$ cat config.mk
export PLATFORM = sky130hd
export DESIGN_NAME = rr_request_arbiter
export DESIGN_NICKNAME = d
export VERILOG_FILES = /design/src/rtl/rr_request_arbiter_pkg.sv /design/src/rtl/rr_request_arbiter_picker.sv /design/src/rtl/rr_request_arbiter.sv
export SDC_FILE = /design/constraint.sdc
export NUM_CORES = 1
export LEC_CHECK = 0
export ABC_AREA = 1
export CORE_MARGIN = 8
export CORE_UTILIZATION = 45
export DETAILED_ROUTE_END_ITERATION = 12
export HOLD_SLACK_MARGIN = 0.06
export PLACE_DENSITY_LB_ADDON = 0.15
export SLEW_MARGIN = 10
export SYNTH_ARGS = -nofsm -noshare
export SYNTH_HDL_FRONTEND = slang
export SYNTH_HIERARCHICAL = 1
export SYNTH_SLANG_ARGS = --single-unit
$ cat constraint.sdc
create_clock -name clk_in -period 3.63 [get_ports clk_in]
set_clock_uncertainty 0.2 [all_clocks]
set_input_delay 0.363 -clock clk_in [delete_from_list [all_inputs] [get_ports clk_in]]
set_output_delay 0.363 -clock clk_in [all_outputs]
set_load 0.01 [all_outputs]
$ cat src/rtl/rr_request_arbiter_pkg.sv
// Shared defaults and a small helper for the round-robin request arbiter.
package rr_request_arbiter_pkg;

    localparam int RR_DEFAULT_NUM_REQUEST      = 4;
    localparam int RR_DEFAULT_NUM_REQUEST_LOG2 = 2;
    localparam int RR_DEFAULT_ENTRY_WIDTH      = 32;

    // Index after idx in a ring of num ports (num need not be a power of two).
    function automatic int rr_wrap_next(input int idx, input int num);
        return (idx + 1 >= num) ? 0 : idx + 1;
    endfunction

endpackage

$ cat src/rtl/rr_request_arbiter_picker.sv
// Combinational round-robin priority picker: first eligible port at or after
// the pointer, wrapping from NUM_REQUEST-1 back to 0.
module rr_priority_picker #(
    parameter int NUM_REQUEST      = 4,
    parameter int NUM_REQUEST_LOG2 = 2
) (
    input  logic [NUM_REQUEST-1:0]      eligible_in,
    input  logic [NUM_REQUEST_LOG2-1:0] pointer_in,
    output logic [NUM_REQUEST-1:0]      grant_onehot_out,
    output logic [NUM_REQUEST_LOG2-1:0] grant_idx_out,
    output logic                        any_grant_out
);

    // One extra bit so pointer + offset never overflows before the wrap.
    localparam int IDXW = NUM_REQUEST_LOG2 + 1;
    localparam logic [IDXW-1:0] NUM_EXT = IDXW'(NUM_REQUEST);

    logic [IDXW-1:0] cand;

    // Scan offsets 0..N-1 from the pointer; the first eligible candidate wins.
    always_comb begin
        cand             = '0;
        grant_idx_out    = '0;
        any_grant_out    = 1'b0;
        for (int k = 0; k < NUM_REQUEST; k++) begin
            cand = {1'b0, pointer_in} + IDXW'(k);
            if (cand >= NUM_EXT) begin
                cand = cand - NUM_EXT;
            end
            if (!any_grant_out && eligible_in[cand[NUM_REQUEST_LOG2-1:0]]) begin
                any_grant_out = 1'b1;
                grant_idx_out = cand[NUM_REQUEST_LOG2-1:0];
            end
        end
        grant_onehot_out = any_grant_out ? (NUM_REQUEST'(1) << grant_idx_out) : '0;
    end

endmodule

$ cat src/rtl/rr_request_arbiter.sv
// Round-robin arbiter merging NUM_REQUEST valid/ack sources into one
// registered output entry with a valid/ack handshake toward the queue.
module rr_request_arbiter
    import rr_request_arbiter_pkg::*;
#(
    parameter int NUM_REQUEST                = RR_DEFAULT_NUM_REQUEST,
    parameter int NUM_REQUEST_LOG2           = RR_DEFAULT_NUM_REQUEST_LOG2,
    parameter int SINGLE_ENTRY_WIDTH_IN_BITS = RR_DEFAULT_ENTRY_WIDTH
) (
    input  logic                                              clk_in,
    input  logic                                              reset_in,
    input  logic [NUM_REQUEST*SINGLE_ENTRY_WIDTH_IN_BITS-1:0] request_packed_in,
    input  logic [NUM_REQUEST-1:0]                            request_valid_packed_in,
    output logic [NUM_REQUEST-1:0]                            issue_ack_packed_out,
    output logic [SINGLE_ENTRY_WIDTH_IN_BITS-1:0]             request_out,
    output logic                                              request_valid_out,
    input  logic                                              issue_ack_in
);

    localparam int W = SINGLE_ENTRY_WIDTH_IN_BITS;

    logic [W-1:0]                request_q, request_d;
    logic                        valid_q, valid_d;
    logic [NUM_REQUEST-1:0]      ack_q, ack_d;
    logic [NUM_REQUEST_LOG2-1:0] ptr_q, ptr_d;

    logic [W-1:0]                req_array [NUM_REQUEST];
    logic                        slot_free;
    logic [NUM_REQUEST-1:0]      eligible;
    logic [NUM_REQUEST-1:0]      grant_onehot;
    logic [NUM_REQUEST_LOG2-1:0] grant_idx;
    logic                        any_grant;

    // Unpack the flat request bus into per-source entries.
    for (genvar gi = 0; gi < NUM_REQUEST; gi++) begin : g_unpack
        assign req_array[gi] = request_packed_in[gi*W +: W];
    end

    // The entry can be replaced when empty or being consumed this cycle.
    assign slot_free = !valid_q || issue_ack_in;

    // A source acked this cycle still shows its old data, so it sits out.
    assign eligible = request_valid_packed_in & ~ack_q;

    rr_priority_picker #(
        .NUM_REQUEST      (NUM_REQUEST),
        .NUM_REQUEST_LOG2 (NUM_REQUEST_LOG2)
    ) u_picker (
        .eligible_in      (eligible),
        .pointer_in       (ptr_q),
        .grant_onehot_out (grant_onehot),
        .grant_idx_out    (grant_idx),
        .any_grant_out    (any_grant)
    );

    // Next-state: capture the winner into a free slot, otherwise hold or drain.
    always_comb begin
        request_d = request_q;
        valid_d   = valid_q;
        ack_d     = '0;
        ptr_d     = ptr_q;
        if (slot_free) begin
            if (any_grant) begin
                request_d = req_array[grant_idx];
                valid_d   = 1'b1;
                ack_d     = grant_onehot;
                ptr_d     = NUM_REQUEST_LOG2'(rr_wrap_next(int'(grant_idx), NUM_REQUEST));
            end else begin
                // Free with nothing to take: the old entry was consumed or absent.
                valid_d = 1'b0;
            end
        end
    end

    // State registers; reset drops any held entry immediately.
    always_ff @(posedge clk_in or negedge reset_in) begin
        if (!reset_in) begin
            request_q <= '0;
            valid_q   <= 1'b0;
            ack_q     <= '0;
            ptr_q     <= '0;
        end else begin
            request_q <= request_d;
            valid_q   <= valid_d;
            ack_q     <= ack_d;
            ptr_q     <= ptr_d;
        end
    end

    assign request_out          = request_q;
    assign request_valid_out    = valid_q;
    assign issue_ack_packed_out = ack_q;

endmodule

==> flow_summary.ini, run 1 <==
[power]
p_comb_share_pct = 76.1
peakVddDrop_v = 0.0006299
switching_power_mw = 2.775
swShare_pct = 52.78
internal-power_mw = 2.483
p_clk_share_pct = 8.3
fin_total_pwr_mw = 5.259
power-per-cell-area_nw_per_um2 = 985.9
power_leakage_nw = 3.116
seqPwrFrac_pct = 15.5

[route]
wl_um = 10830
drc = 0
first_iter_violations = 160
first_pass_iters = 4
via_per_inst = 4.580
wire_per_inst_um = 12.29
vias = 4035
ant_nets = 0

[timing]
drv_slew = 0
hold_viol_final = 0
rsz0062_at_grt = no
worstMarginPinSlew_ns = 0.8850
min_period_ns = 2.750
fmax_mhz = 363.6
fin_crit_sh_pct = 75.76
finalSetupTns_ns = 0
setup_violations = 0
slew_headroom_pct = 41.00

[critical_path]
crit_required_ns = 3.67
arrival_ns = 2.79
crit_path_start_kind = input pin
crit_chain = clkdlybuf4s50_1 -> inv_1 -> nor2_1 -> inv_1 -> nand2_4 -> nand3_2 -> nand2_2 -> inv_2 -> nand2_1 -> nand2_1 -> nand2_1 -> nand3_2 -> inv_1 -> buf_4 -> nand3_1 -> nand2_1 -> nand2_1 -> nand2_1
worst_path_max_delay_cell = clkdlybuf4s50_1
cp_top_family = simple AND/OR/NAND/NOR gates
rr_startpoint = ptr_q[0]
ff2ff_path_depth = 13
critPathBufInv = 6
cpPeakStageDelay_ns = 0.47
worstReg2RegEnd = request_out[25]
crit_type = input pin to flop
end_kind = flop
reg2reg_slack_ns = 0.88
crit_top_cell = nand2_1
worstPathMaxFanout = 32

[floorplan]
die_y_um = 104.5
core_area_um2 = 7647
rows = 32
io_pins = 172
die_x_um = 104.5
start_util_pct = 46.04
dieArea_um2 = 10910

[placed_design]
dp_hpwl_um = 8529
gp_congestion = 0.8650
dp_cells = 872
place_area_um2 = 5187
port_buffers = 171

[clock_tree]
tritoncts = done
htree_levels = 2
root_buffer = clkbuf_8
clkSinkCount = 39
path_clk_slew_ns = 0.08
clk_latency_ns = 0.30
cts.path.max_buffers = 2
cts_inserted_buffers = 5

[layout]
nets = 914
multi_input_area_um2 = 1755
n_antenna_cell = 0
stdcell_count = 881
n_fill_cell = 683
drive_above_1_share_pct = 6.804
areaGrowthSynthToFinish_pct = 51.49
seqCellArea_um2 = 975.9
final_cell_mix = 285 x nand2_1, 170 x clkdlybuf4s50_1, 142 x inv_1
layout_commonest_cell = nand2_1
design_area_um2 = 5334

[flow_run]
maxCapViolCount = 0

[global_routing]
overflow = 0
grt_pass1_vias = 4006
gr-usage-all-layers_pct = 20.06
grt_max_degree = 40
grt_pass1_wl_um = 18540
antenna_found_initial = 0

[hold_path]
hp-start = request_out[1]
whs_path_depth = 2
holdCritPathClass = flop to flop
hold_end = request_out[1]

[logic_synthesis]
yosys.cell_types.count = 21
ys_seq_elements = 39
syn_nets = 755
ys_seq_area_share_pct = 27.72
ys.warnings.count = 6
syn_inst = 619
synth_area_um2 = 3521
syn_avg_cell_area_um2 = 5.688

[run_status]
status = completed
==> final cells by class <==
cell class / instances / area share, %
clock inverters: 3 / 1.267
inverters: 149 / 10.67
well taps: 102 / 2.393
flip-flops and latches: 39 / 18.30
multi-input cells: 404 / 32.91
repair buffers: 179 / 33.17
clock buffers: 5 / 1.290
==> how the worst max path moves through the flow <==
| stage | startpoint | to | cells past startpoint |
|---|---|---|---|
| 5_1_grt | request_valid_packed_in[2] | request_out[0] | 18 |
| 2_1_floorplan | issue_ack_packed_out[3] | request_out[0] | 16 |
| 3_5_place_dp | request_valid_packed_in[2] | request_out[25] | 18 |
| 3_3_place_gp | request_valid_packed_in[3] | ptr_q[1] | 16 |
| 4_1_cts | ptr_q[0] | request_out[25] | 13 |
| 6_report | request_valid_packed_in[2] | request_out[25] | 18 |
==> cells by family (layout without fill, tap and decap cells) <==
group,Yosys count,count (layout),share of synthesized area (%)
AOI/OAI and AO/OA,2,2,0.2840
adders and majority gates,1,1,0.3553
buffers and inverters,176,336,22.42
and+or+nand+nor,401,401,49.22
DFF,39,39,27.72
==> sequential cells by signal (all words and copies together) (netlist names) <==
register              count
request_out              32
issue_ack_packed_out      4
ptr_q                     2
request_valid_out         1
==> Yosys cell counts <==
master / number / share of area (%)
nand4_1: 1 / 0.18
buf_2: 11 / 1.6
inv_1: 143 / 15
dfrtp_1: 39 / 28
nand3_1: 70 / 10
o21ai_1: 1 / 0.14
nor2_4: 2 / 0.64
o21ai_0: 1 / 0.14
buf_6: 12 / 3.8
nand2_2: 17 / 3.0
buf_4: 4 / 0.85
ha_1: 1 / 0.36
inv_4: 1 / 0.18
inv_8: 1 / 0.32
inv_2: 4 / 0.43
nor2_2: 1 / 0.18
nand2_1: 285 / 30
nand3_2: 5 / 1.4
nand2_4: 4 / 1.3
nor2_8: 1 / 0.57
nor2_1: 15 / 1.6
==> routing by layer <==
layer  wire length [um]  up-vias  track usage, %
met2               5627      131           36.34
met1               4322     1808           22.15
met4                178        0           5.895
li1                   -     2084               -
met5                  0        -               0
met3                700       12           5.514
==> worst reg2reg max path, stage by stage (launching register included) <==
cell and delay (ns):
dfrtp_1 0.65, nand2_1 0.17, nand3_1 0.14, nand2_2 0.09, inv_2 0.10, nand3_1 0.08, nand2_1 0.09, nand3_2 0.34
inv_1 0.14, buf_4 0.36, nand3_1 0.14, nand2_1 0.07, nand2_1 0.06, nand2_1 0.07
==> power by group through the flow <==
stage | Combinational, mW | Sequential [mW] | Clock [mW]
final | 4.00 | 0.817 | 0.439
after global routing | 4.58 | 0.842 | 0.470
after CTS | 4.04 | 0.817 | 0.450
after detailed placement | 4.03 | 0.819 | 0
after global placement | 3.92 | 0.816 | 0
after floorplan | 3.08 | 0.879 | 0
==> through the flow <==
stage	util [%]	setup WS (ns)	hold WS [ns]
2_1_floorplan	-	1.442	-0.1326
3_3_place_gp	67.83	0.6683	0.2613
3_5_place_dp	67.83	0.5830	0.2643
4_1_cts	69.75	0.8927	0.2869
5_1_grt	69.75	0.5665	0.3034
6_report	69.75	0.8800	0.2830
==> timing repair <==
action / CTS / global route
resized for setup: 0 / 0
hold endpoints to repair: 39 / 0
setup buffers: 0 / 0
hold buffers: 1 / 0
Power figures use the tool's default switching activity.
==> inputs of run 2 (changes only) <==
- CORE_UTILIZATION: 45 -> 42
- clock period: 3.63 -> 2.6 ns (I/O delays scaled with it)
==> run 2 against run 1 <==
Worst hold slack improved by 0.0051 ns. Largest power group unchanged. Cell area is 2.0% higher. Critical path depth shrank 2. Cell count grew 1.0%. Sequential share of layout area decreased by 0.33 points. Setup slack worse by 0.59 ns. Die area up 6.0%. Count of clock-buffer cells in the layout grew 1. Sequential cell count stayed put. Utilization down 3.2 points. First-iteration DRC count up 5.0%. Global-route usage fell by 1.0 points.
==> flow_summary.ini, run 2 (synthesis gave the netlist of run 1 again) <==
[critical_path]
crit_path_start_kind = input pin
worst_path_max_delay_cell = clkdlybuf4s50_1
cpPeakStageDelay_ns = 0.46
crit_required_ns = 2.58
crit_chain = clkdlybuf4s50_1 -> inv_1 -> nor2_1 -> inv_1 -> nand2_1 -> nand3_1 -> nand2_2 -> inv_2 -> nand2_1 -> nand2_1 -> nand2_1 -> nand3_2 -> buf_4 -> ha_1 -> nand2_1 -> nand2_1
cp_top_family = simple AND/OR/NAND/NOR gates
worstPathMaxFanout = 14
arrival_ns = 2.29
critPathBufInv = 5
crit_top_cell = nand2_1
crit_type = input pin to flop
end_kind = flop

[timing]
min_period_ns = 2.310
worstMarginPinSlew_ns = 0.8942
slew_headroom_pct = 40.39
setup_violations = 0
rsz0062_at_grt = no
fin_ws_ns = 0.2896
fin_hold_ws_ns = 0.2881
hold_viol_final = 0
fmax_mhz = 432.8
fin_crit_sh_pct = 88.86
drv_slew = 0

[floorplan]
die_x_um = 107.6
die_y_um = 107.6
io_pins = 172
start_util_pct = 43.07
core_area_um2 = 8175
rows = 33
dieArea_um2 = 11570

[clock_tree]
clkSinkCount = 39
path_clk_slew_ns = 0.08
tritoncts = done
cts.path.max_buffers = 2
cts_setup_buffers = 0
clk_latency_ns = 0.29
htree_levels = 2
cts_inserted_buffers = 5
root_buffer = clkbuf_8

[layout]
largest_reg_flops = 32
drive_above_1_share_pct = 7.643
nets = 920
final_cell_mix = 285 x nand2_1, 170 x clkdlybuf4s50_1, 142 x inv_1
n_fill_cell = 758
areaGrowthSynthToFinish_pct = 54.51
n_antenna_cell = 0
layout_commonest_cell = nand2_1
stdcell_count = 890

[placed_design]
dp_cells = 881
port_buffers = 171
pre_cts_ws_ns = -0.006472
dp_hpwl_um = 8708
gp_congestion = 0.8518

[route]
via_per_inst = 4.506
ant_nets = 0
first_pass_iters = 4
wl_um = 10890
wire_per_inst_um = 12.24
drc = 0
vias = 4010
first_iter_violations = 168

[global_routing]
antenna_found_initial = 0
grt_pass1_wl_um = 18440
grt_pass1_vias = 4135
overflow = 0
grt_max_degree = 40
gr-usage-all-layers_pct = 19.02

[flow_run]
maxCapViolCount = 0

[hold_path]
holdCritPathClass = flop to flop

[power]
power-per-cell-area_nw_per_um2 = 1428
power_leakage_nw = 3.168
peakVddDrop_v = 0.0008128

[run_status]
status = completed
## run 2: worst paths after layout
kind                                            startpoint                 endpoint  slack, ns  cells after the start
worst max-delay path            request_valid_packed_in[1]                 ptr_q[1]       0.29                     16
worst min-delay path                        request_out[1]           request_out[1]       0.29                      2
worst max register to register                    ptr_q[0]          request_out[25]       0.32                     17
worst min register to register              request_out[1]           request_out[1]       0.29                      2
max in group asynchronous                         reset_in                 ptr_q[0]       1.16                      2
min in group asynchronous                         reset_in  issue_ack_packed_out[1]       0.44                      2
## run 2: where the power goes
group | internal (mW) | switching (mW) | total [mW]
sequential | 0.931 | 0.213 | 1.14
combinational | 2.57 | 3.52 | 6.09
clock | 0.311 | 0.221 | 0.532
total | 3.81 | 3.96 | 7.77
## run 2: metal layers
metal	track usage, %	vias to the layer above	part of all wire [%]
li1	-	2108	-
met4	3.072	0	0.66
met1	20.56	1776	41
met3	6.048	8	7.5
met2	35.57	118	51
met5	0	-	0
## run 2: stage by stage
| stage | util (%) | power [mW] | instance area [um2] | setup TNS, ns |
|---|---|---|---|---|
| floorplan | - | 5.530 | 3521 | 0 |
| global route | 66.54 | 8.695 | 5440 | 0 |
| global placement | 64.97 | 7.113 | 5311 | 0 |
| finish | 66.54 | 7.770 | 5440 | 0 |
| detailed placement | 64.97 | 7.281 | 5311 | -0.006472 |
| CTS | 66.53 | 7.845 | 5439 | 0 |
## run 2: worst min-delay path: cells and delay by family, from the launching register on
family	cells	cell delay, ns
and+or+nand+nor	2	0.10
DFF	1	0.35
## run 2: area by class of cell
class	instances	area (um2)	share of cell area (%)
inverter	149	569.3	10.46
tap	105	131.4	2.415
multi-input combinational	404	1755	32.27
timing repair buffer	185	1889	34.73
clock buffer	6	82.58	1.518
sequential	39	977.2	17.96
clock inverter	2	35.03	0.6440
## run 2: repair_timing
action,4_1_cts,5_1_grt
endpoints found under the setup margin,0,8
resized for setup,0,1
hold buffers,1,0
endpoints found under the hold margin,39,0
==> inputs of run 3 (changes only) <==
--- a/config.mk
+++ b/config.mk
@@ -12,3 +12,3 @@
 export HOLD_SLACK_MARGIN = 0.06
-export PLACE_DENSITY_LB_ADDON = 0.15
+export PLACE_DENSITY = 0.91
 export SLEW_MARGIN = 10
--- a/constraint.sdc
+++ b/constraint.sdc
@@ -4,2 +4,2 @@
 set_output_delay 0.26 -clock clk_in [all_outputs]
-set_load 0.01 [all_outputs]
+set_load 0.1 [all_outputs]
==> run 3 against run 2 <==
Sequential cell count is the same. Global-route usage increased by 0.70 points. Count of clock-buffer cells in the layout down 1. Setup slack lost 0.013 ns. Cell count did not move. Highest routed layer unchanged.
==> flow_summary.ini, run 3 (synthesis gave the netlist of run 1 again) <==
[clock_tree]
root_buffer = clkbuf_8
clkSinkCount = 39
tritoncts = done
path_clk_slew_ns = 0.08
htree_levels = 2
cts.path.max_buffers = 2
clk_latency_ns = 0.29
cts_inserted_buffers = 5
cts_setup_buffers = 0

[route]
highest_layer = met4
first_iter_violations = 141
ant_nets = 0
drc = 0
met2WireLength_um = 5956
via_per_inst = 4.594
vias = 4089
wl_met1_um = 4346
first_pass_iters = 5
dr_wl_met3_um = 766
wire_per_inst_um = 12.89
wl_um = 11470

[critical_path]
worst_path_max_delay_cell = clkdlybuf4s50_1
crit_type = input pin to flop
worstPathMaxFanout = 36
crit_chain = clkdlybuf4s50_1 -> inv_1 -> nor2_1 -> inv_1 -> nand2_1 -> nand2_1 -> o21ai_1 -> nand2_1 -> nand3_1 -> nand3_2 -> inv_2 -> buf_12 -> nand2_1 -> nand3_1 -> nand2_1 -> nand2_1 -> nand2_1
crit_top_cell = nand2_1
end_kind = flop
cp_top_family = simple AND/OR/NAND/NOR gates
crit_required_ns = 2.58
arrival_ns = 2.30
worstReg2RegEnd = request_out[6]
ff2ff_path_depth = 15
startpoint = request_valid_packed_in[3]
reg2reg_slack_ns = 0.29
crit_path_start_kind = input pin
cpPeakStageDelay_ns = 0.45
rr_startpoint = ptr_q[0]
critPathBufInv = 5

[timing]
fin_ws_ns = 0.2767
worstMarginPinSlew_ns = 0.8429
rsz0062_at_grt = no
setup_violations = 0
fmax_mhz = 430.4
slew_headroom_pct = 43.81
min_period_ns = 2.323
fin_crit_sh_pct = 89.36
drv_slew = 0
hold_viol_final = 0

[placed_design]
pre_cts_ws_ns = -0.03815
gp_congestion = 0.8576
port_buffers = 171
dp_hpwl_um = 9297
dp_cells = 881

[floorplan]
rows = 33
die_x_um = 107.6
core_area_um2 = 8175
dieArea_um2 = 11570
io_pins = 172
die_y_um = 107.6
start_util_pct = 43.07

[global_routing]
grt_max_degree = 40
overflow = 0
gr-usage-all-layers_pct = 19.72
grt_pass1_vias = 4098
antenna_found_initial = 0
grt_pass1_wl_um = 18770

[flow_run]
maxCapViolCount = 0

[layout]
nets = 920
largest_reg_flops = 32
layout_commonest_cell = nand2_1
final_cell_mix = 285 x nand2_1, 142 x inv_1, 133 x clkdlybuf4s50_1
final_core_util_pct = 65.29
areaGrowthSynthToFinish_pct = 51.60
drive_above_1_share_pct = 12.87
n_antenna_cell = 0
stdcell_count = 890

[hold_path]
hp-start = request_out[3]
hold_end = request_out[3]
holdCritPathClass = flop to flop
whs_path_depth = 2

[run_status]
status = completed
==> run 3: worst max path at each step <==
stage / to / depth (start not counted)
finish: request_out[6] / 17
global route: request_out[10] / 19
CTS: request_out[12] / 16
detailed placement: request_out[12] / 19
global placement: ptr_q[1] / 15
floorplan: request_out[0] / 16
==> run 3: area by class of cell <==
type | count | area, um2
Fill cell | 719 | 2838
Inverter | 149 | 569.3
Clock inverter | 3 | 46.29
Multi-Input combinational cell | 404 | 1755
Sequential cell | 39 | 982.2
Tap cell | 105 | 131.4
Timing Repair Buffer | 185 | 1784
Clock buffer | 5 | 68.82
==> run 3: what timing repair did <==
action | 4_1_cts | 5_1_grt
gates resized for setup | 0 | 1
hold buffers | 1 | 0
hold endpoints to repair | 39 | 0
endpoints found under the setup margin | 0 | 11
==> run 3: stage by stage <==
step	setup TNS (ns)	hold WS, ns	instance area (um2)
final	0	0.2861	5338
after global routing	0	0.3282	5338
after CTS	0	0.2927	5336
after detailed placement	-0.2486	0.2181	5211
after global placement	0	0.2116	5211
after floorplan	0	-0.2356	3526
==> run 3: layer usage <==
metal | GRT usage [%] | up-vias
li1 | - | 2097
met1 | 20.92 | 1813
met2 | 35.57 | 146
met3 | 5.749 | 33
met4 | 8.127 | 0
met5 | 0 | -
==> run 3: worst register-to-register path: stages, from the launching register on <==
cell,delay (ns)
dfrtp_2,0.51
inv_8,0.13
nand2_1,0.10
nand2_4,0.12
nand2_1,0.06
nand2_1,0.08
nand2_1,0.07
nand3_1,0.11
nand3_2,0.11
inv_2,0.13
buf_12,0.20
nand2_1,0.12
nand3_1,0.10
nand2_1,0.06
nand2_1,0.05
nand2_1,0.06
Power of run 3 is left out: the tool's default activity adds up to more than one toggle a clock period on the data nets, which glitch-free logic cannot reach.
